`config.mk`:
```
export PLATFORM = sky130hd
export DESIGN_NAME = instr_queue
export DESIGN_NICKNAME = d
export VERILOG_FILES = /design/src/rtl/instr_queue.sv
export SDC_FILE = /design/constraint.sdc
export NUM_CORES = 1
export LEC_CHECK = 0
export BUFFER_PORTS_ARGS = -buffer_cell sky130_fd_sc_hd__buf_4
export CORE_MARGIN = 2
export CORE_UTILIZATION = 59
export DETAILED_ROUTE_END_ITERATION = 10
export GPL_TIMING_DRIVEN = 0
export MAX_ROUTING_LAYER = met4
export PLACE_DENSITY = 0.91
export SETUP_SLACK_MARGIN = 0.4
export SYNTH_ARGS = -nofsm -noshare
export SYNTH_HDL_FRONTEND = slang
export SYNTH_SLANG_ARGS = --single-unit
```
`constraint.sdc`:
```
create_clock -name clk -period 13.2 [get_ports clk]
set_clock_uncertainty 0.15 [all_clocks]
set_input_delay 2.64 -clock clk [delete_from_list [all_inputs] [get_ports clk]]
set_output_delay 2.64 -clock clk [all_outputs]
set_load 0.05 [all_outputs]
```
`src/rtl/instr_queue.sv`:
```
// Decoupling instruction queue between fetch and decode: a DEPTH-entry FIFO of {instr, pc4}
// with first-word fall-through, full-driven fetch stall and flush. Optional zero-latency bypass: IQ_BYPASS_EN.
module instr_queue #(
  parameter int DEPTH = 4,
  parameter int AW    = 2
) (
  input  logic          clk,
  input  logic          reset,
  input  logic          in_valid,
  input  logic [31:0]   in_instr,
  input  logic [31:0]   in_pc4,
  output logic          fetch_stall,
  input  logic          flush,
  output logic          out_valid,
  output logic [31:0]   out_instr,
  output logic [31:0]   out_pc4,
  input  logic          out_ready,
  output logic [AW:0]   count
);

  logic [63:0]   mem [DEPTH];
  logic [AW-1:0] wr_ptr;
  logic [AW-1:0] rd_ptr;
  logic          full;
  logic          empty;
  logic          stored_valid;
  logic          bypass;
  logic          push;
  logic          pop;
  logic [63:0]   head;

  assign full         = (count == (AW+1)'(DEPTH));
  assign empty        = (count == '0);
  assign fetch_stall  = full;
  assign stored_valid = !empty && !flush;
  assign head         = mem[rd_ptr];

`ifdef IQ_BYPASS_EN
  // An empty queue with a ready consumer hands the fetched word straight through.
  assign bypass = empty && in_valid && out_ready && !flush;
`else
  assign bypass = 1'b0;
`endif

  assign push = in_valid && !full && !flush && !bypass;
  assign pop  = stored_valid && out_ready;

  // NOTE: every output gets a default first so this block can never infer a latch.
  always_comb begin
    out_valid = stored_valid || bypass;
    out_instr = '0;
    out_pc4   = '0;
    if (bypass) begin
      out_instr = in_instr;
      out_pc4   = in_pc4;
    end else if (stored_valid) begin
      out_instr = head[63:32];
      out_pc4   = head[31:0];
    end
  end

  // NOTE: storage is reset along with the pointers so every entry reads 0 after reset;
  // state updates use non-blocking assignments so all registers see pre-edge values.
  always_ff @(posedge clk or posedge reset) begin
    if (reset) begin
      wr_ptr <= '0;
      rd_ptr <= '0;
      count  <= '0;
      for (int i = 0; i < DEPTH; i++) mem[i] <= '0;
    end else if (flush) begin
      wr_ptr <= '0;
      rd_ptr <= '0;
      count  <= '0;
    end else begin
      if (push) begin
        mem[wr_ptr] <= {in_instr, in_pc4};
        wr_ptr      <= wr_ptr + AW'(1);
      end
      if (pop) rd_ptr <= rd_ptr + AW'(1);
      case ({push, pop})
        2'b10:   count <= count + (AW+1)'(1);
        2'b01:   count <= count - (AW+1)'(1);
        default: count <= count;
      endcase
    end
  end

endmodule
```
# Word-level counts from Yosys, hierarchy flattened
# Cells that the tools add are included.
# Widths: inputs -> output; s select.
# totals
input_bits,69
register_bits,263
out_inout_bits,69
wordCells,47
# classes
eq_ne,3
bitwise,3
add_sub_neg,4
magnitude_cmp,3
mux,14
n_reduce_logical,13
# op_table
cell,count
$bwmux 256,1
$mux 64,3
$bmux 64 s2,1
$demux 64 s2,1
$mux 32,2
$mux 2,4
$ge 3x3->1 const B,2
$not 2->3,2
$pmux 3 s2,1
$logic_and 1x1->1,5
$add 2x1->2 const B,2
$reduce_bool 2->1,2
$add 3x1->3 const B,1
$eq 3x3->1 const B,1
$logic_not 1->1,3
$logic_not 3->1,1
$lt 3x1->1 const B,1
$mux 3,1
$reduce_bool 3->1,1
$sub 3x1->3 const B,1
$eq 2x1->1 const B,1
$eq 2x2->1 const B,1
$reduce_and 2->1,1
$not 1->1,1

# Depth between registers and ports, before layout
# logic_depth
ltp_word,7
mapped_depth,8
ltp_nobuf,7

# Worst setup path after synthesis
# OpenSTA, ideal clock, no wires.
# synth_timing
path_type,input-to-output
from,input flush
to,output out_instr[16]
path_stages,3
required_time_ns,10.410
t_arrival_ns,3.856
setup_slack_ns,6.554
path_cell_list,nor2_1 > clkbuf_1 > and2_1
# synth_via
elab_chain_cells,3
# synth_rtl
element,line,text
"start, declared",13,"input logic flush,"
$logic_not 1->1,35,assign stored_valid = !empty && !flush;
$logic_and 1x1->1,35,
net out_valid,14,"output logic out_valid,"
$mux 32,56,end else if (stored_valid) begin
"end, declared",15,"output logic [31:0] out_instr,"
# The timed path passes the listed nets, and every way through them passes these cells.

# Worst setup path in the final report
# layout_timing
from,input flush
to,output out_instr[30]
# layout_via
elab_chain_cells,3
# layout_rtl
element,line
$logic_not 1->1,35
$logic_and 1x1->1,35
$mux 32,56
# Every way passes these cells.

==> results.tsv <==
stage	metric	value	unit
critical_path	CP max-delay cell	clkbuf_1	
finish	Layout area overhead	19.4	%
finish	share of cells above drive strength 1	55.8	%
grt	initial antenna violation count	0	
sta	slew margin rel.	49.5	%
pwr	total power per unit cell area	238	mW/mm²
logic_synthesis	synthesis warning total	0	
place	dpl ws	6.04	ns
logic_synthesis	cell with the most instances after synthesis	dfrtp_1	
clocking	CTS H-tree lvls	1	
logic_synthesis	Mapped Avg Cell Area	16.4	µm²
grt	first-pass GRT wire length	41.7	mm
place	placed insts	1150	
place	GP Congestion	0.727	
critical_path	critical path's top delay family	buffers and inverters	
critical_path	slowest cell delay on critical path	0.54	ns
sta	Max Clk Rate	139	MHz
pwr	Peak VDD IR	0.000161	V
pwr	Leakage	6.76	nW
clocking	Worst-path clk slew	0.06	ns
logic_synthesis	post-synth top area share	54.0	%
flow_run	max-cap violations	0	
finish	Nets	985	
logic_synthesis	syn nets	815	
floorplanning	IO Count	138	
grt	vias in the first global route	7590	
sta	final setup margin	6.00	ns
logic_synthesis	Seq cells post-synth	263	
finish	Layout Cells excl Fill	1202	
sta	Final Max Slew Viols	0	
clocking	Hold-fix buffers, CTS	0	
sta	hold slack final	0.337	ns
floorplanning	Die Wd	148	µm
critical_path	Critical path origin	flush	
critical_path	crit path buf inv count	4	
route	iteration count of the initial detailed-routing pass	4	
sta	Slew @ Worst Pin	0.752	ns
route	antenna-violating nets left	0	
route	vias per cell	5.78	
clocking	CTS tree	done	
route	Iteration-0 DRC Markers	243	
logic_synthesis	sequential fraction of the synthesis area	54.0	%
grt	Remaining Overflow, GRT	0	
place	DP HPWL	16.7	mm
sta	Final period util	54.5	%
clocking	PostCTS Resize Cnt	0	
sta	min Tclk post-route	7.20	ns
floorplanning	Initial Utilization	60.2	%
clocking	Clock Latency Late Sink	0.53	ns
route	drt drc	0	
critical_path	Setup Crit Path Kind	primary input to primary output	
clocking	Post CTS Setup Buffer Count	0	
worst_hold_path	hold path startpoint	mem[126]	
logic_synthesis	cell taking the most area after synthesis	dfrtp_1	
grt	GRT Overall Usage	25.1	%
logic_synthesis	Area contributors post-synth	dfrtp_1, mux2_2, mux4_2	
finish	Antenna diodes	0	
critical_path	worst r2r src	count[1]	
logic_synthesis	most used flip-flop cell after synthesis	dfrtp_1	
logic_synthesis	Post-synth top cells	dfrtp_1, mux2_2, and2_1, mux4_2, mux2_4	
sta	RSZ-0062 raised after global routing	no	
critical_path	crit-path cells	buf_4 -> nor2_1 -> clkbuf_1 -> clkbuf_1 -> and2_1 -> buf_4	
route	routed len/inst	21.4	µm
clocking	clk sinks	263	
clocking	Root Driver	clkbuf_16	
logic_synthesis	post-synth cell types	33	
sta	Final Hold Vio Count	0	
status	status	completed	
floorplanning	Die Span Y	148	µm
logic_synthesis	Post-synth EDFFs	0	
sta	Final setup viols	0	
route	total wire length	25.7	mm
clocking	cts bufs inserted	29	
logic_synthesis	post-synthesis cell count	741	
place	port bufs	137	
critical_path	Crit Path Max Fanout	10	
route	via count	6950	
critical_path	CP arrival	4.41	ns
finish	FILL cells	1298	
logic_synthesis	Synth async-reset ratio	100	%
critical_path	Req. time, crit path	10.41	ns
critical_path	Crit. End Element	primary output	
grt	largest net degree at the start of global routing	130	
clocking	clock tree buffer depth	3	
logic_synthesis	post-synthesis cell area	0.0122	mm²
worst_hold_path	Worst Hold Class	register to register	
floorplanning	Rows	52	
floorplanning	Core ar.	0.0202	mm²
sta	setup TNS	0	ns
critical_path	Startpoint Class	primary input	
floorplanning	die area	0.0218	mm²
## worst register-to-register path: stages, from the launching register on
cell,delay [ns]
dfrtp_1,0.45
nor3_1,0.32
nor2_1,0.14
and2_1,0.20
fa_1,0.39
nand3_1,0.10
a2bb2oi_1,0.19
mux2_2,0.35
## routing by layer
layer  vias to the layer above  share of wire [%]  global-route usage (%)  routed length [µm]
met1                      3684                 42                    33.4               10900
met2                       174                 50                    40.9               12900
li1                       3049                  -                       -                   -
met3                        43                5.6                    5.12                1440
met5                         -                  0                       -                   0
met4                         0                2.0                    5.43                 516
## kinds of logic after synthesis
group | Yosys count | share of synthesized area [%]
muxes | 322 | 37.5
DFF | 263 | 54.0
and+or+nand+nor | 89 | 4.58
buffers and inverters | 52 | 2.69
AOI/OAI and AO/OA | 5 | 0.257
xor gates and xnor gates | 5 | 0.360
adders and majority gates | 5 | 0.575
## flip-flops by register name, summed over array words and instances (netlist names)
| signal | count |
|---|---|
| mem | 256 |
| count | 3 |
| rd_ptr | 2 |
| wr_ptr | 2 |
## cell usage in the layout (no fill, tap or decap), types with 3 or more instances in the layout
master     netlist  final
mux2_2         168    168
clkinv_2         0      9
clkbuf_16        0     29
buf_6            7      7
and2_1          65     65
inv_1            4      3
nand2_4          3      3
ha_1             4      4
mux4_2          64     64
nor2_1           6      6
buf_4           18    155
buf_2           10     10
clkbuf_1        11     16
mux2_1          29     29
clkbuf_8         0      5
mux2_4          60     60
xnor2_1          3      3
dfrtp_1        263    263
nand2b_1         4      4
## layout make-up
type,instances,area (µm²),area share [%]
Buffer,47,309,2.12
Clock buffer,39,813,5.59
Clock inverter,13,121,0.834
Inverter,5,26.3,0.181
Multi-Input combinational cell,426,5270,36.3
Sequential cell,263,6580,45.2
Tap cell,270,338,2.32
Timing Repair Buffer,139,1080,7.45
## worst paths after layout
| path | end | slack [ns] | cells after the start |
|---|---|---|---|
| worst max-delay path | out_instr[30] | 6.00 | 6 |
| worst min-delay path | mem[126] | 0.34 | 1 |
| worst max register to register | count[2] | 10.80 | 7 |
| worst min register to register | mem[126] | 0.34 | 1 |
| max in group asynchronous | mem[187] | 10.15 | 3 |
| min in group asynchronous | mem[231] | 1.88 | 2 |
## through the flow
stage,power [W],utilization (%),cell area [µm²]
after floorplan,0.00233,-,12200
after global placement,0.00262,67.0,13500
after detailed placement,0.00268,67.3,13600
after CTS,0.00349,71.9,14500
after global routing,0.00363,71.9,14500
final,0.00347,71.9,14500
## power breakdown
part           internal, W  leakage, nW  switching [W]
Sequential         0.00115         3.29       0.000186
Clock             0.000469        0.467       0.000319
Combinational     0.000701         2.99       0.000640
Power figures use the tool's default switching activity.
